===== src/rtl/demux_frame_sequencer_if.sv =====
// demux_frame_sequencer_if: frame handshake plus demux drive signals of the frame sequencer
interface demux_frame_sequencer_if #(
  parameter int NUM_CH = 16,
  parameter int SEL_W  = 4
);
  logic              in_valid;
  logic              in_ready;
  logic [NUM_CH-1:0] in_frame;
  logic [NUM_CH-1:0] in_mask;
  logic              abort;
  logic              data;
  logic [SEL_W-1:0]  sel;
  logic              strobe;
  logic              busy;
  logic              frame_done;
  modport master (
    output in_valid, in_frame, in_mask, abort,
    input  in_ready, data, sel, strobe, busy, frame_done
  );
  modport slave (
    input  in_valid, in_frame, in_mask, abort,
    output in_ready, data, sel, strobe, busy, frame_done
  );
endinterface


===== src/rtl/demux_frame_sequencer.sv =====
// demux_frame_sequencer: scans enabled channels of a latched frame onto a 1:NUM_CH demux
module demux_frame_sequencer #(
  parameter int NUM_CH      = 16,
  parameter int SEL_W       = 4,
  parameter int HOLD_CYCLES = 1
) (
  input logic                     clk,
  input logic                     rst_n,
  demux_frame_sequencer_if.slave  bus
);
  typedef enum logic [1:0] {IDLE, SCAN, DONE} state_t;
  state_t            state;
  logic [NUM_CH-1:0] frame_q;
  logic [NUM_CH-1:0] mask_q;
  logic [7:0]        hold_cnt;
  logic [SEL_W-1:0]  first_sel;
  logic [SEL_W-1:0]  next_sel;
  function automatic logic [SEL_W-1:0] lowest(input logic [NUM_CH-1:0] v);
    lowest = '0;
    for (int i = NUM_CH - 1; i >= 0; i--) if (v[i]) lowest = SEL_W'(i);
  endfunction
  always_comb begin
    first_sel = lowest(bus.in_mask);
    next_sel  = lowest(mask_q);
  end
  // mask_q holds only the channels still to be delivered after the current one
  always_ff @(posedge clk or negedge rst_n) begin
    if (!rst_n) begin
      state          <= IDLE;
      frame_q        <= '0;
      mask_q         <= '0;
      hold_cnt       <= '0;
      bus.in_ready   <= 1'b0;
      bus.data       <= 1'b0;
      bus.sel        <= '0;
      bus.strobe     <= 1'b0;
      bus.busy       <= 1'b0;
      bus.frame_done <= 1'b0;
    end else begin
      case (state)
        IDLE: begin
          bus.in_ready <= 1'b1;
          if (bus.in_valid && bus.in_ready) begin
            frame_q      <= bus.in_frame;
            mask_q       <= bus.in_mask & (bus.in_mask - NUM_CH'(1));
            hold_cnt     <= '0;
            bus.in_ready <= 1'b0;
            bus.busy     <= 1'b1;
            if (|bus.in_mask) begin
              state      <= SCAN;
              bus.sel    <= first_sel;
              bus.data   <= bus.in_frame[first_sel];
              bus.strobe <= 1'b1;
            end else begin
              state          <= DONE;
              bus.frame_done <= 1'b1;
            end
          end
        end
        SCAN: begin
          if (bus.abort) begin
            state        <= IDLE;
            hold_cnt     <= '0;
            bus.in_ready <= 1'b1;
            bus.data     <= 1'b0;
            bus.sel      <= '0;
            bus.strobe   <= 1'b0;
            bus.busy     <= 1'b0;
          end else if (hold_cnt == 8'(HOLD_CYCLES - 1)) begin
            hold_cnt <= '0;
            if (|mask_q) begin
              bus.sel  <= next_sel;
              bus.data <= frame_q[next_sel];
              mask_q   <= mask_q & (mask_q - NUM_CH'(1));
            end else begin
              state          <= DONE;
              bus.strobe     <= 1'b0;
              bus.data       <= 1'b0;
              bus.frame_done <= 1'b1;
            end
          end else begin
            hold_cnt <= hold_cnt + 8'd1;
          end
        end
        DONE: begin
          state          <= IDLE;
          bus.frame_done <= 1'b0;
          bus.busy       <= 1'b0;
          bus.in_ready   <= 1'b1;
          bus.sel        <= '0;
        end
        default: state <= IDLE;
      endcase
    end
  end
endmodule

===== src/flat_wrapper.sv =====
// flat-port wrapper written by rule: the top's interface ports become plain ports
module demux_frame_sequencer_flat 
#(
  parameter int NUM_CH      = 16,
  parameter int SEL_W       = 4,
  parameter int HOLD_CYCLES = 1
)
  (clk, rst_n, bus_in_valid, bus_in_frame, bus_in_mask, bus_abort, bus_in_ready, bus_data, bus_sel, bus_strobe, bus_busy, bus_frame_done);
  demux_frame_sequencer_if #(.NUM_CH(NUM_CH), .SEL_W(SEL_W)) bus_i ();
  input logic clk;
  input logic rst_n;
  input wire logic [$bits(bus_i.in_valid)-1:0] bus_in_valid;
  input wire logic [$bits(bus_i.in_frame)-1:0] bus_in_frame;
  input wire logic [$bits(bus_i.in_mask)-1:0] bus_in_mask;
  input wire logic [$bits(bus_i.abort)-1:0] bus_abort;
  output wire logic [$bits(bus_i.in_ready)-1:0] bus_in_ready;
  output wire logic [$bits(bus_i.data)-1:0] bus_data;
  output wire logic [$bits(bus_i.sel)-1:0] bus_sel;
  output wire logic [$bits(bus_i.strobe)-1:0] bus_strobe;
  output wire logic [$bits(bus_i.busy)-1:0] bus_busy;
  output wire logic [$bits(bus_i.frame_done)-1:0] bus_frame_done;
  assign bus_i.in_valid = bus_in_valid;
  assign bus_i.in_frame = bus_in_frame;
  assign bus_i.in_mask = bus_in_mask;
  assign bus_i.abort = bus_abort;
  assign bus_in_ready = bus_i.in_ready;
  assign bus_data = bus_i.data;
  assign bus_sel = bus_i.sel;
  assign bus_strobe = bus_i.strobe;
  assign bus_busy = bus_i.busy;
  assign bus_frame_done = bus_i.frame_done;
  demux_frame_sequencer #(.NUM_CH(NUM_CH), .SEL_W(SEL_W), .HOLD_CYCLES(HOLD_CYCLES)) u_core (.clk(clk), .rst_n(rst_n), .bus(bus_i));
endmodule

===== config.mk =====
export PLATFORM = sky130hd
export DESIGN_NAME = demux_frame_sequencer_flat
export DESIGN_NICKNAME = d
export VERILOG_FILES = /design/src/rtl/demux_frame_sequencer_if.sv /design/src/rtl/demux_frame_sequencer.sv /design/src/flat_wrapper.sv
export SDC_FILE = /design/constraint.sdc
export NUM_CORES = 1
export LEC_CHECK = 0
export CAP_MARGIN = 10
export CORE_ASPECT_RATIO = 0.5
export CORE_MARGIN = 8
export CORE_UTILIZATION = 23
export CTS_CLUSTER_DIAMETER = 200
export DETAILED_ROUTE_END_ITERATION = 16
export PLACE_DENSITY = 0.51
export SYNTH_ARGS = -nofsm -noshare
export SYNTH_HDL_FRONTEND = slang
export SYNTH_SLANG_ARGS = --single-unit
export TNS_END_PERCENT = 30

===== constraint.sdc =====
create_clock -name clk -period 2.75 [get_ports clk]
set_clock_uncertainty 0.15 [all_clocks]
set_input_delay 0.6875 -clock clk [delete_from_list [all_inputs] [get_ports clk]]
set_output_delay 0.6875 -clock clk [all_outputs]
set_load 0.02 [all_outputs]

==> results.md <==
- Library cell occupying the most area in the post-synthesis netlist: dfrtp_1
- Number of sinks handled by clock tree synthesis: 50
- Num ports: 45
- Starting DRT DRC Count: 140
- Number of slew-limit violations in the final report: 0
- Clock tree from TritonCTS: done
- Detailed-routing iteration count for the pre-antenna-repair pass: 4
- Crit path launch: bus_in_mask[1]
- Reg-to-reg slack, setup: 0.12 ns
- Max Fclk: 374 MHz
- Post-synthesis async set-or-reset flop share: 1.00
- Crit path cell chain: clkdlybuf4s50_1 > or2_2 > o22ai_4 > mux4_2 > a221oi_2 > o211ai_1
- Highest routed metal layer: met4
- Leakage dissipation: 1.86 nW
- Buffer depth of the longest clock path: 2
- Final number of hold-violating endpoints: 0
- Global-route wire length before repair: 15.4 mm
- Post-layout minimum cycle time: 2.67 ns
- Critical path launch point type: primary input
- Post-synthesis to final-layout area growth: 37.9%
- Status: completed
- Worst reg-to-reg path cell count: 7
- Reg2reg start: u_core.mask_q[15]
- Destination of the worst register-to-register timing path: u_core.bus.data
- Syn Nets: 389
- Layout Nets: 480
- Final setup margin: 0.0758 ns
- Via/cell ratio: 4.67
- Peak supply drop: 333 uV
- Remaining max-slew budget at the tightest pin: 0.587
- WP buf/inv: 1
- Required time reported for the critical path endpoint: 2.76 ns
- Worst min path class: primary input to async pin
- Number of antenna violations at the first check in global routing: 0
- Worst setup path class: primary input to register
- Syn Std Cell Area: 3200 um^2
- Ratio of cells with drive above 1 in the final layout: 0.226
- Core utilization of the finished layout: 0.326
- Root buffer cell: clkbuf_16
- Distinct cell type count after synthesis: 66
- Synthesized flop and latch total: 50
- Die Wd: 183 um
- Die area: 18200 um^2
- GR Overflow Total: 0
- Deepest level of the CTS H-tree: 2
- Number of endpoints failing setup at the final stage: 0
- Primary FF master, synth: dfrtp_1
- Core outline area: 13600 um^2
- Share of synthesized area occupied by flip-flops and latches: 0.391
- Number of warnings printed during yosys synthesis: 0
- Clock-pin slew on the worst setup and hold paths: 0.06 ns
- Cell type of the slowest stage on the worst timing path: mux4_2
- Number of I/O port buffers: 44
- Die H: 99.4 um
- Met1 routed wirelength after detailed routing: 4.73 mm
- Yosys top cell area share: 0.391
- DRC violations left: 0
- Vias in the first global route: 2857
- GRT Resource Usage Total: 0.104
- Critical Path AT: 2.68 ns
- Final HPWL DP: 7.45 mm
- Total length of routed met3 wires: 321 um
- Total of max-cap violations: 0
- Clk Latency, worst-skew pair: 0.29 ns
- Highest cell delay on the worst timing path: 0.55 ns
- Average wire per cell in the routed design: 14.6 um
- Worst-Margin Slew: 0.620 ns
- Starting Density: 0.236
- Global placer's final weighted congestion: 0.859
- Most instantiated cells after synthesis: dfrtp_1 (50), nand2_1 (40), nor2_1 (35), o21ai_0 (33), mux2_2 (19)
- Crit Path Max Fanout: 4
- Unrepaired setup endpoints after global routing: true
- Number of buffers inserted to repair setup after CTS: 0
- Hold_buf cts: 0
- Cell count after synthesis: 347
- Final worst-path cycle share: 0.972
- Cell family contributing the most delay on the critical path: compound AO/OA/AOI/OAI gates
- Number of cell rows: 30
- Number of CTS-inserted buffers: 5
- Antenna diode count: 0
- Kind of capture point of the worst setup path: register
- Number of flops mapped to enable cells by yosys: 0
- Power per standard cell area: 935 nW/um^2
- Total number of vias: 2945
- Most used standard cell by instance count after synthesis: dfrtp_1
- Post-Syn Area per Cell: 9.22 um^2
- Setup slack at placement: -0.353 ns
- Length of routed met2 wiring: 4.14 mm
- Detailed Route WL: 9.24 mm
- Largest net degree at the start of global routing: 27
- Ranking of synthesized cells by area: dfrtp_1 (39%), mux2_2 (6.7%), o21ai_0 (5.2%)
- Antenna viol nets, final: 0
-- sequential cells by signal (all words and copies together), names as in the netlist --
register and flops:
u_core.frame_q 16, u_core.mask_q 15, u_core.hold_cnt 8, u_core.bus.sel 4, u_core.state 2, u_core.bus.busy 1, u_core.bus.data 1, u_core.bus.frame_done 1
u_core.bus.in_ready 1, u_core.bus.strobe 1
-- where the power goes --
part           internal, W  switching [W]
Sequential         0.00102       0.000257
Clock             0.000362       0.000271
Combinational      0.00105        0.00116
Total              0.00244        0.00169
-- kinds of logic after synthesis --
kind of cell               share of synthesized area
and+or+nand+nor                                0.212
adders and majority gates                     0.0235
buffers and inverters                         0.0383
DFF                                            0.391
muxes                                          0.120
AOI/OAI and AO/OA                              0.215
-- cell usage in the layout, fill, tap and decap left out, types with 2 or more instances in the layout --
| cell | instances |
|---|---|
| a21boi_0 | 2 |
| a21o_1 | 3 |
| a21oi_1 | 13 |
| a31oi_1 | 4 |
| a32o_1 | 2 |
| a32oi_1 | 2 |
| and3_1 | 6 |
| buf_12 | 2 |
| buf_4 | 48 |
| clkbuf_16 | 5 |
| clkdlybuf4s50_1 | 38 |
| dfrtp_1 | 50 |
| dlymetal6s2s_1 | 5 |
| ha_1 | 6 |
| inv_1 | 13 |
| mux2_2 | 19 |
| mux2i_1 | 11 |
| mux4_2 | 2 |
| nand2_1 | 39 |
| nand2b_1 | 6 |
| nand3_1 | 13 |
| nor2_1 | 34 |
| nor3_1 | 5 |
| nor3b_1 | 3 |
| nor4_1 | 4 |
| nor4_4 | 2 |
| o211ai_1 | 7 |
| o21a_1 | 3 |
| o21ai_0 | 33 |
| o21bai_1 | 3 |
| o221ai_1 | 2 |
| o311a_1 | 2 |
| o31a_1 | 2 |
| o31ai_1 | 6 |
| or2_2 | 2 |
| or3_1 | 4 |
| or4_4 | 2 |
-- what timing repair did --
item | 4_1_cts | 5_1_grt
hold endpoints to repair | 0 | 0
pin swaps | 1 | 2
gates resized for setup | 4 | 10
endpoints found under the setup margin | 1 | 4
-- cell type report --
| cell class | instances | area [um^2] |
|---|---|---|
| repair buffers | 95 | 860 |
| flip-flops and latches | 50 | 1250 |
| inverters | 14 | 52.6 |
| multi-input cells | 272 | 1860 |
| fillers | 1427 | 9140 |
| well taps | 192 | 240 |
| clock inverters | 1 | 5.00 |
| clock buffers | 7 | 143 |
-- routing by layer --
metal / track usage / up-vias
met5: 0 / -
met4: 0.0194 / 0
met3: 0.0200 / 2
met2: 0.161 / 51
met1: 0.147 / 1421
li1: - / 1471
-- worst max path at each step --
| stage | endpoint | slack (ns) | depth (start not counted) |
|---|---|---|---|
| 2_1_floorplan | u_core.bus.data | 0.13 | 6 |
| 3_3_place_gp | u_core.bus.data | -0.32 | 8 |
| 3_5_place_dp | u_core.bus.data | -0.35 | 8 |
| 4_1_cts | u_core.bus.data | 0.009 | 8 |
| 5_1_grt | u_core.bus.data | -0.01 | 7 |
| 6_report | u_core.bus.data | 0.08 | 6 |
-- through the flow --
| stage | total power [W] | instance area, um^2 | cells | setup TNS, ns | hold slack, ns |
|---|---|---|---|---|---|
| after floorplan | 0.00280 | 3200 | 347 | 0 | 0.242 |
| after global placement | 0.00349 | 4210 | 623 | -1.02 | 0.317 |
| after detailed placement | 0.00350 | 4210 | 623 | -1.14 | 0.323 |
| after CTS | 0.00416 | 4380 | 631 | 0 | 0.295 |
| after global routing | 0.00446 | 4410 | 631 | -0.0120 | 0.315 |
| final | 0.00413 | 4410 | 631 | 0 | 0.260 |
Power figures use the tool's default switching activity.
